--- src/rtl/cache_victim_seq.sv ---
// Miss-handling sequencer: optional victim writeback, line fetch, then tag/valid/LRU commit.
// Latency: clean miss BEATS+1 cycles from the latch edge to IDLE, dirty miss 2*BEATS+1; Stall is combinational in IDLE.
// Backpressure: BusReq holds until BusAck; a beat advances only on BusAck without BusErr, BusErr aborts to IDLE.
//
// Ports:
//   clk, reset        - clock and synchronous active-high reset
//   Miss, FlushStage  - current access missed / is being flushed (only looked at in IDLE)
//   VictimWay, VictimDirty, SetIdx - victim selection, latched into SelWay/SelSet when a miss starts
//   BusAck, BusErr    - per-beat handshake from the bus; BusErr only meaningful with BusAck
//   BusReq, BusWrite, BeatCount - beat request, direction (1 = writeback) and beat index
//   SelWay, SelSet    - latched victim way/set that drive the data and tag arrays
//   Stall, SetValid, ClearDirty, LRUWriteEn, Error - pipeline hold, commit strobes, abort pulse
module cache_victim_seq #(
  parameter int NUMWAYS = 4,
  parameter int SETLEN  = 9,
  parameter int BEATS   = 4
) (
  input  logic                     clk,
  input  logic                     reset,
  input  logic                     Miss,
  input  logic                     FlushStage,
  input  logic [NUMWAYS-1:0]       VictimWay,
  input  logic                     VictimDirty,
  input  logic [SETLEN-1:0]        SetIdx,
  input  logic                     BusAck,
  input  logic                     BusErr,
  output logic                     BusReq,
  output logic                     BusWrite,
  output logic [$clog2(BEATS)-1:0] BeatCount,
  output logic [NUMWAYS-1:0]       SelWay,
  output logic [SETLEN-1:0]        SelSet,
  output logic                     Stall,
  output logic                     SetValid,
  output logic                     ClearDirty,
  output logic                     LRUWriteEn,
  output logic                     Error
);

  localparam int BW = $clog2(BEATS);

  typedef enum logic [1:0] {
    IDLE   = 2'd0,
    WRBACK = 2'd1,
    FETCH  = 2'd2,
    COMMIT = 2'd3
  } stateT;

  stateT             state;
  stateT             nextState;
  logic [BW-1:0]     beatQ;
  logic [NUMWAYS-1:0] wayQ;
  logic [SETLEN-1:0] setQ;
  logic              errQ;

  logic start;
  logic inXfer;
  logic beatOk;
  logic busFault;
  logic lastBeat;

  always_comb begin
    start    = (state == IDLE) && Miss && !FlushStage;
    inXfer   = (state == WRBACK) || (state == FETCH);
    beatOk   = inXfer && BusAck && !BusErr;
    busFault = inXfer && BusAck && BusErr;
    lastBeat = (beatQ == BW'(BEATS - 1));
  end

  // Next state. A victim way of all zeros is treated as clean: there is no
  // line to write back, and COMMIT then writes no way.
  always_comb begin
    nextState = state;
    case (state)
      IDLE: begin
        if (start) begin
          nextState = (VictimDirty && (VictimWay != '0)) ? WRBACK : FETCH;
        end
      end
      WRBACK: begin
        if (busFault)              nextState = IDLE;
        else if (beatOk && lastBeat) nextState = FETCH;
      end
      FETCH: begin
        if (busFault)              nextState = IDLE;
        else if (beatOk && lastBeat) nextState = COMMIT;
      end
      COMMIT: nextState = IDLE;
      default: nextState = IDLE;
    endcase
  end

  // Outputs are forced low while reset is asserted, so nothing leaks out of a
  // state that reset is about to discard.
  always_comb begin
    BusReq     = 1'b0;
    BusWrite   = 1'b0;
    Stall      = 1'b0;
    SetValid   = 1'b0;
    ClearDirty = 1'b0;
    LRUWriteEn = 1'b0;
    Error      = 1'b0;
    if (!reset) begin
      Error = errQ;
      case (state)
        IDLE:   Stall = start;
        WRBACK: begin
          Stall    = 1'b1;
          BusReq   = 1'b1;
          BusWrite = 1'b1;
        end
        FETCH: begin
          Stall  = 1'b1;
          BusReq = 1'b1;
        end
        COMMIT: begin
          Stall      = 1'b1;
          SetValid   = 1'b1;
          ClearDirty = 1'b1;
          LRUWriteEn = 1'b1;
        end
        default: ;
      endcase
    end
  end

  always_ff @(posedge clk) begin
    if (reset) begin
      state <= IDLE;
      beatQ <= '0;
      wayQ  <= '0;
      setQ  <= '0;
      errQ  <= 1'b0;
    end else begin
      state <= nextState;
      errQ  <= busFault;
      if (start) begin
        wayQ <= VictimWay;
        setQ <= SetIdx;
      end
      // BEATS is a power of two, so the increment wraps to 0 after the last beat.
      if (busFault) begin
        beatQ <= '0;
      end else if (beatOk) begin
        beatQ <= beatQ + BW'(1);
      end
    end
  end

  assign BeatCount = beatQ;
  assign SelWay    = wayQ;
  assign SelSet    = setQ;

endmodule
--- config.mk ---
export PLATFORM = sky130hd
export DESIGN_NAME = cache_victim_seq
export DESIGN_NICKNAME = d
export VERILOG_FILES = /design/src/rtl/cache_victim_seq.sv
export SDC_FILE = /design/constraint.sdc
export NUM_CORES = 1
export LEC_CHECK = 0
export ABC_AREA = 1
export BUFFER_PORTS_ARGS = -buffer_cell sky130_fd_sc_hd__buf_2
export CAP_MARGIN = 20
export CORE_ASPECT_RATIO = 0.8
export CORE_MARGIN = 3
export CORE_UTILIZATION = 47
export DETAILED_ROUTE_END_ITERATION = 8
export GPL_TIMING_DRIVEN = 0
export PLACE_DENSITY = 0.82
export SLEW_MARGIN = 20
export SYNTH_ARGS = -nofsm -noshare
export SYNTH_HDL_FRONTEND = slang
export SYNTH_SLANG_ARGS = --single-unit
--- constraint.sdc ---
create_clock -name clk -period 2.8 [get_ports clk]
set_input_delay 0.7 -clock clk [delete_from_list [all_inputs] [get_ports clk]]
set_output_delay 0.7 -clock clk [all_outputs]
set_load 0.05 [all_outputs]
==> results.yml, run 1 <==
critical_path:
  worstReg2RegEnd: "state[1]$_SDFFE_PP0P_"
  required_ns: 2.10
  startpoint: "state[0]$_SDFFE_PP0P_"
  path_cells: "inv_1 -> ha_1 -> nand2_2 -> nor2_4 -> inv_2 -> buf_2 -> a21oi_1 -> buf_2"
  cpMostUsedCell: "buf_2"
  crit_cells: 8
  cp.arrival_ns: 1.92
  setup.worst_path.end: "Stall"
  crit_family: "buffers and inverters"
  cpPeakStageDelay_ns: 0.35
  reg2reg_slack_ns: 1.27
  r2r_cells: 10
  r2r-start: "state[0]$_SDFFE_PP0P_"
  cp-end-kind: "output port"
  path_buf_inv: 4
  critical_path_class: "register to output port"
  startpoint_type: "register"
  cp_max_fo: 10
  timing.critical_path.slowest_stage_cell: "dfxtp_1"
sta:
  whs_ns: 0.517
  fmax_mhz: 382
  worstMarginPinSlew_ns: 0.255
  drv_slew: 0
  final.min_clock_period_ns: 2.62
  final-setup-viol-count: 0
  skew_ns: 0.00701
  fin_setup_tns_ns: 0
  maxSlewHeadroom: 0.831
  period_share: 0.935
  rsz0062_at_grt: "no"
  hold_violations: 0
placed_design:
  dp_hpwl_um: 1550
  gp_congestion: 0.846
  portBuffers: 41
global_route:
  grt.busiest_layer: "met2"
  grt_pass1_wl_um: 3250
  grt_usage: 0.193
  grtUsageMet1: 0.209
  grt_pass1_vias: 804
  grt_max_degree: 11
  antenna_found_initial: 0
  grt_use_met2: 0.325
  gr-total-overflow: 0
  grtUsageMet3: 0.0687
logic_synthesis:
  synth_cells: 119
  synth_top_area_frac: 0.427
  ys_seq_elements: 18
  syn_area_um2: 845
  yosysSeqAreaShare: 0.427
  yosys_warnings: 0
  syn_nets: 145
  avgSynthCellArea_um2: 7.10
  synth_top_area_cell: "dfxtp_1"
  synth_area_leaders: "dfxtp_1 (43%), nor2_1 (17%), ha_1 (8.9%)"
  netlist-cell-type-count: 16
floorplan:
  core-area_um2: 1660
  start_util: 0.509
  ioPinCount: 42
  dieHeight_um: 43.9
  core.rowCount: 13
  die_w_um: 53.4
  die_area_um2: 2340
clock_network:
  numCtsBuffers: 3
  clockBufferDepth: 2
  clk_pin_slew_worst_paths_ns: 0.11
  clock-root-buffer: "clkbuf_4"
  cts_resized: 0
  cts_tree: "built"
  cts_setup_buffers: 0
  h-tree-depth: 1
  clk_latency_ns: 0.30
  hold_buffers: 0
  clock_sinks: 18
flow_run:
  maxCapViolCount: 0
worst_hold_path:
  min-delay-path-class: "register to register"
finish:
  final_common_cell: "buf_2"
  final_cell_mix: "buf_2 (43), nor2_1 (39), dfxtp_1 (18), nand2_1 (17), o21ai_0 (14)"
  nets: 191
  drive_gt1_frac: 0.329
  antenna_cells: 0
  syn2layout_area_growth_pct: 31.9
routing:
  wl_per_cell_um: 10.6
  firstDrtPassIters: 4
  via_count: 871
  ant_nets: 0
  drc: 0
  vias_per_cell: 4.68
  drtIter0Drc: 9
  wirelength_um: 1980
power_and_ir_drop:
  p_leak_nw: 0.640
  power_per_cell_area_nw_per_um2: 956
  ir_drop_mv: 0.561
status:
  status: "finished clean"
## cells by family (layout without fill, tap and decap cells)
group / after synthesis / after routing / synth area share
buffers and inverters: 16 / 61 / 0.0844
AND/OR/NAND/NOR: 61 / 61 / 0.289
adder cells (fa/ha/maj): 6 / 6 / 0.0889
flip-flops: 18 / 18 / 0.427
XOR/XNOR: 1 / 1 / 0.0104
AO/OA/AOI/OAI: 17 / 17 / 0.101
## cell type report
type	count	area, µm²
flip-flops and latches	18	360
plain buffers	5	30.0
well taps	22	27.5
multi-input cells	85	413
fillers	153	546
clock buffers	4	36.3
inverters	11	41.3
repair buffers	41	205
## report_power, final
part / total, mW / internal, mW / leakage [nW] / switching, mW
Sequential: 0.339 / 0.307 / 0.148 / 0.0318
Combinational: 0.563 / 0.152 / 0.471 / 0.411
Clock: 0.162 / 0.0793 / 0.0210 / 0.0831
Total: 1.06 / 0.538 / 0.640 / 0.526
## sequential cells by signal (all words and copies together), names as in the netlist
name	cells
errQ	1
SelSet	9
state	2
BeatCount	2
SelWay	4
## stage by stage
step | std cells | setup WS, ns | utilization | power, mW | area [µm²]
floorplan | 119 | 0.243 | - | 0.780 | 845
global placement | 182 | 0.455 | 0.649 | 0.886 | 1080
detailed placement | 182 | 0.461 | 0.649 | 0.908 | 1080
CTS | 186 | 0.177 | 0.671 | 1.07 | 1110
global route | 186 | 0.0411 | 0.671 | 1.15 | 1110
finish | 186 | 0.183 | 0.671 | 1.06 | 1110
## routing by layer
metal	share of wire	vias to the layer above	wire, µm
li1	-	458	-
met1	0.42	368	838
met2	0.45	37	889
met3	0.092	8	182
met4	0.033	0	65
met5	0	-	0
## how the worst min path moves through the flow
| stage | start | end | slack [ns] | cells past startpoint |
|---|---|---|---|---|
| after floorplan | state[1]$_SDFFE_PP0P_ | state[1]$_SDFFE_PP0P_ | 0.58 | 4 |
| after global placement | SelSet[3]$_SDFFE_PP0P_ | SelSet[3]$_SDFFE_PP0P_ | 0.48 | 2 |
| after detailed placement | SelSet[3]$_SDFFE_PP0P_ | SelSet[3]$_SDFFE_PP0P_ | 0.50 | 2 |
| after CTS | BeatCount[1]$_SDFFE_PP0P_ | BeatCount[1]$_SDFFE_PP0P_ | 0.52 | 2 |
| after global routing | SelSet[3]$_SDFFE_PP0P_ | SelSet[3]$_SDFFE_PP0P_ | 0.55 | 2 |
| final | BeatCount[1]$_SDFFE_PP0P_ | BeatCount[1]$_SDFFE_PP0P_ | 0.52 | 2 |
## cell usage after synthesis (all sizes together)
cell type	instances
nor2	40
nand2	19
dfxtp	18
o21ai	15
inv	11
ha	6
buf	4
a21oi	2
nand3	2
clkbuf	1
xor2	1
## worst reg2reg max path, delay by kind of cell (launching register included)
family / cells / cell delay, ns
adders and majority gates: 1 / 0.33
and+or+nand+nor: 7 / 0.54
DFF: 1 / 0.38
buffers and inverters: 2 / 0.19
Note: power is estimated with default switching activity, not from simulation.
==> run 2, diff against run 1 <==
PLACE_DENSITY = 0.9   (was 0.82)
==> results.yml, run 2 (synthesis gave the netlist of run 1 again) <==
power_and_ir_drop:
  swShare: 0.493
  ir_drop_mv: 0.555
  clkPwrFrac: 0.151
  finalPower_mw: 1.06
  power_per_cell_area_nw_per_um2: 955
  pwr-share-seq: 0.318
  combinationalPowerShare: 0.531
  power.switching_mw: 0.524
  p_leak_nw: 0.640
  internal_power_mw: 0.539
clock_network:
  clockBufferDepth: 2
  clk_pin_slew_worst_paths_ns: 0.10
  cts_tree: "built"
  clock_sinks: 18
  h-tree-depth: 1
  cts_setup_buffers: 0
  cts_resized: 0
  numCtsBuffers: 3
  hold_buffers: 0
  clk_latency_ns: 0.29
  clock-root-buffer: "clkbuf_4"
sta:
  fmax_mhz: 386
  worstMarginPinSlew_ns: 0.256
  drv_slew: 0
  skew_ns: 0.00197
  final-setup-viol-count: 0
  final.min_clock_period_ns: 2.59
  rsz0062_at_grt: "no"
  whs_ns: 0.511
  maxSlewHeadroom: 0.830
  period_share: 0.926
  fin_setup_tns_ns: 0
  hold_violations: 0
floorplan:
  core-area_um2: 1660
  die_w_um: 53.4
  die_area_um2: 2340
  core.rowCount: 13
  dieHeight_um: 43.9
  start_util: 0.509
  ioPinCount: 42
critical_path:
  cpPeakStageDelay_ns: 0.35
  required_ns: 2.10
  critical_path_class: "register to output port"
  cpMostUsedCell: "buf_2"
  crit_family: "buffers and inverters"
  cp-end-kind: "output port"
  cp_max_fo: 10
  crit_cells: 8
  r2r_cells: 9
  startpoint_type: "register"
  cp.arrival_ns: 1.89
  timing.critical_path.slowest_stage_cell: "dfxtp_1"
  path_cells: "inv_1 -> ha_1 -> nand2_2 -> nor2_4 -> inv_2 -> buf_2 -> a21oi_1 -> buf_2"
  path_buf_inv: 4
placed_design:
  gp_congestion: 0.795
  dp_cells: 182
  portBuffers: 41
  dp_hpwl_um: 1640
worst_hold_path:
  min-delay-path-class: "register to register"
  hold_path_depth: 2
global_route:
  antenna_found_initial: 0
  grt_pass1_wl_um: 3500
  grt_usage: 0.203
  gr-total-overflow: 0
  grt_max_degree: 11
  grt_pass1_vias: 850
finish:
  final_cells: 186
  nets: 191
  syn2layout_area_growth_pct: 31.9
  largest_register_ffs: 9
  fin_util: 0.671
  num-fill-cells: 151
  final_cell_mix: "buf_2 (43), nor2_1 (39), dfxtp_1 (18), nand2_1 (17), o21ai_0 (14)"
  final_common_cell: "buf_2"
  drive_gt1_frac: 0.329
  antenna_cells: 0
routing:
  vias_per_cell: 4.71
  wl_per_cell_um: 10.9
  wirelength_um: 2020
  drtIter0Drc: 22
  drc: 0
  ant_nets: 0
  firstDrtPassIters: 4
  via_count: 876
flow_run:
  maxCapViolCount: 0
status:
  status: "finished clean"
run 2: path summary, 6_finish.rpt:
path                     startpoint  slack (ns)                     end
max           state[0]$_SDFFE_PP0P_        0.21                   Stall
min          SelSet[3]$_SDFFE_PP0P_        0.51  SelSet[3]$_SDFFE_PP0P_
max reg2reg   state[0]$_SDFFE_PP0P_        1.25   state[1]$_SDFFE_PP0P_
min reg2reg  SelSet[3]$_SDFFE_PP0P_        0.51  SelSet[3]$_SDFFE_PP0P_
run 2: worst register-to-register path, cell delays in order, from the launching register on:
cell and delay [ns]:
dfxtp_1 0.38, inv_1 0.11, ha_1 0.33, nand2_1 0.10, nor2_1 0.14, nand2_1 0.08, nand2_1 0.08, nand2_2 0.07
nor2_1 0.11, nor2_1 0.05
run 2: metrics by stage:
stage          setup slack (ns)  area (µm²)
2_1_floorplan             0.243         845
3_3_place_gp              0.459        1080
3_5_place_dp              0.453        1080
4_1_cts                   0.199        1110
5_1_grt                  0.0340        1110
6_report                  0.206        1110
run 2: per-layer routing:
| layer | GRT usage | routed length [µm] | up-vias |
|---|---|---|---|
| met5 | 0 | 0 | - |
| met4 | 0.112 | 34 | 0 |
| met3 | 0.0447 | 132 | 6 |
| met2 | 0.320 | 987 | 30 |
| met1 | 0.255 | 869 | 387 |
| li1 | - | - | 453 |
run 2: power by group through the flow:
stage          combinational [mW]  sequential [mW]  clock, mW
2_1_floorplan               0.316            0.464          0
3_3_place_gp                0.545            0.338          0
3_5_place_dp                0.565            0.342          0
4_1_cts                     0.565            0.337      0.163
5_1_grt                     0.623            0.344      0.179
6_report                    0.565            0.338      0.160
run 2: layout make-up:
class | instances | area, µm² | share of cell area
flip-flops and latches | 18 | 360 | 0.324
inverters | 11 | 41.3 | 0.0371
plain buffers | 5 | 30.0 | 0.0270
multi-input cells | 85 | 413 | 0.371
well taps | 22 | 27.5 | 0.0247
clock buffers | 4 | 36.3 | 0.0326
repair buffers | 41 | 205 | 0.184
==> run 3, diff against run 2 <==
GPL_ROUTABILITY_DRIVEN = 0   (was default)
GPL_TIMING_DRIVEN = default   (was 0)
==> results.yml, run 3 (synthesis gave the netlist of run 1 again) <==
sta:
  worstMarginPinSlew_ns: 0.360
  rsz0062_at_grt: "no"
  drv_slew: 0
  fin_ws_ns: 0.219
  hold_violations: 0
  final.min_clock_period_ns: 2.58
  skew_ns: 0.000619
  fin_setup_tns_ns: 0
  fmax_mhz: 388
  period_share: 0.922
  maxSlewHeadroom: 0.760
  final-setup-viol-count: 0
floorplan:
  start_util: 0.509
  die_w_um: 53.4
  core-area_um2: 1660
  ioPinCount: 42
  core.rowCount: 13
  die_area_um2: 2340
  dieHeight_um: 43.9
finish:
  final_cells: 186
  final_cell_mix: "buf_2 (40), nor2_1 (39), dfxtp_1 (18), nand2_1 (17), o21ai_0 (14)"
  largest_register_ffs: 9
  final_common_cell: "buf_2"
  nets: 191
  antenna_cells: 0
  drive_gt1_frac: 0.329
  syn2layout_area_growth_pct: 33.0
  num-fill-cells: 150
flow_run:
  maxCapViolCount: 0
routing:
  ant_nets: 0
  drtIter0Drc: 35
  via_count: 898
  firstDrtPassIters: 4
  vias_per_cell: 4.83
  wl_per_cell_um: 11.0
  drc: 0
  wirelength_um: 2050
critical_path:
  cpPeakStageDelay_ns: 0.35
  critical_path_class: "register to output port"
  path_cells: "inv_1 -> ha_1 -> nand2_2 -> nor2_4 -> inv_2 -> a21oi_1 -> clkbuf_4"
  crit_family: "buffers and inverters"
  required_ns: 2.10
  timing.critical_path.slowest_stage_cell: "dfxtp_1"
  path_buf_inv: 3
  reg2reg_slack_ns: 1.14
  cp.arrival_ns: 1.88
  cp_max_fo: 15
  cp-end-kind: "output port"
  crit_cells: 7
  r2r_cells: 9
  startpoint_type: "register"
clock_network:
  clk_latency_ns: 0.28
  cts_tree: "built"
  clockBufferDepth: 2
  clock_sinks: 18
  numCtsBuffers: 3
  h-tree-depth: 1
  clock-root-buffer: "clkbuf_4"
  clk_pin_slew_worst_paths_ns: 0.11
  hold_buffers: 0
global_route:
  gr-total-overflow: 0
  grt_pass1_vias: 778
  grt_pass1_wl_um: 3160
  grt_max_degree: 17
  grt_usage: 0.180
  antenna_found_initial: 0
power_and_ir_drop:
  ir_drop_mv: 0.500
  p_leak_nw: 0.643
  power_per_cell_area_nw_per_um2: 963
status:
  status: "finished clean"
placed_design:
  dp_hpwl_um: 1550
  portBuffers: 41
  pre_cts_slack_ns: 0.421
  dp_cells: 177
worst_hold_path:
  hold_path_depth: 2
  min-delay-path-class: "register to register"
==> run 3: cell types whose count changed in the layout (fill, tap and decap cells not counted) <==
cell      delta
buf_2        -3
buf_4        +3
clkbuf_2     -1
clkbuf_4     +1
==> run 3: layout make-up <==
cell class	count	area, µm²	share of cell area
flip-flops and latches	18	360	0.321
repair buffers	46	245	0.218
well taps	22	27.5	0.0245
clock buffers	4	36.3	0.0323
multi-input cells	85	413	0.367
inverters	11	41.3	0.0367
==> run 3: per-stage QoR <==
stage | hold WS [ns] | area [µm²] | power (mW) | util
final | 0.500 | 1120 | 1.08 | 0.677
after global placement | 0.475 | 1050 | 0.879 | 0.631
after floorplan | 0.577 | 845 | 0.780 | -
after detailed placement | 0.488 | 1050 | 0.900 | 0.631
after global routing | 0.538 | 1120 | 1.16 | 0.677
after CTS | 0.502 | 1080 | 1.06 | 0.653
==> run 3: what timing repair did <==
item,4_1_cts,5_1_grt
endpoints found under the setup margin,0,1
gates resized for setup,0,1
buffers inserted,0,5
==> run 3: report_power, final <==
part,switching [mW],internal (mW)
Sequential,0.0305,0.307
Clock,0.0819,0.0791
Combinational,0.416,0.167
==> run 3: path summary, 6_finish.rpt <==
kind,from,end
min,BeatCount[1]$_SDFFE_PP0P_,BeatCount[1]$_SDFFE_PP0P_
max,state[0]$_SDFFE_PP0P_,Stall
max reg2reg,state[0]$_SDFFE_PP0P_,state[0]$_SDFFE_PP0P_
min reg2reg,BeatCount[1]$_SDFFE_PP0P_,BeatCount[1]$_SDFFE_PP0P_
==> run 3: worst reg2reg max path: stages (launching register included) <==
cell	delay (ns)
dfxtp_1	0.35
inv_1	0.13
ha_1	0.25
nand2_2	0.08
nor2_4	0.22
inv_2	0.17
nand2_1	0.11
nand2_2	0.08
nor2_1	0.12
nor2_1	0.06
==> run 3: metal layers <==
layer | vias up | share of wire | GRT usage
met3 | 8 | 0.065 | 0.0309
met1 | 397 | 0.42 | 0.231
met5 | - | 0 | 0
met2 | 40 | 0.49 | 0.291
met4 | 0 | 0.025 | 0.0867
li1 | 453 | - | -
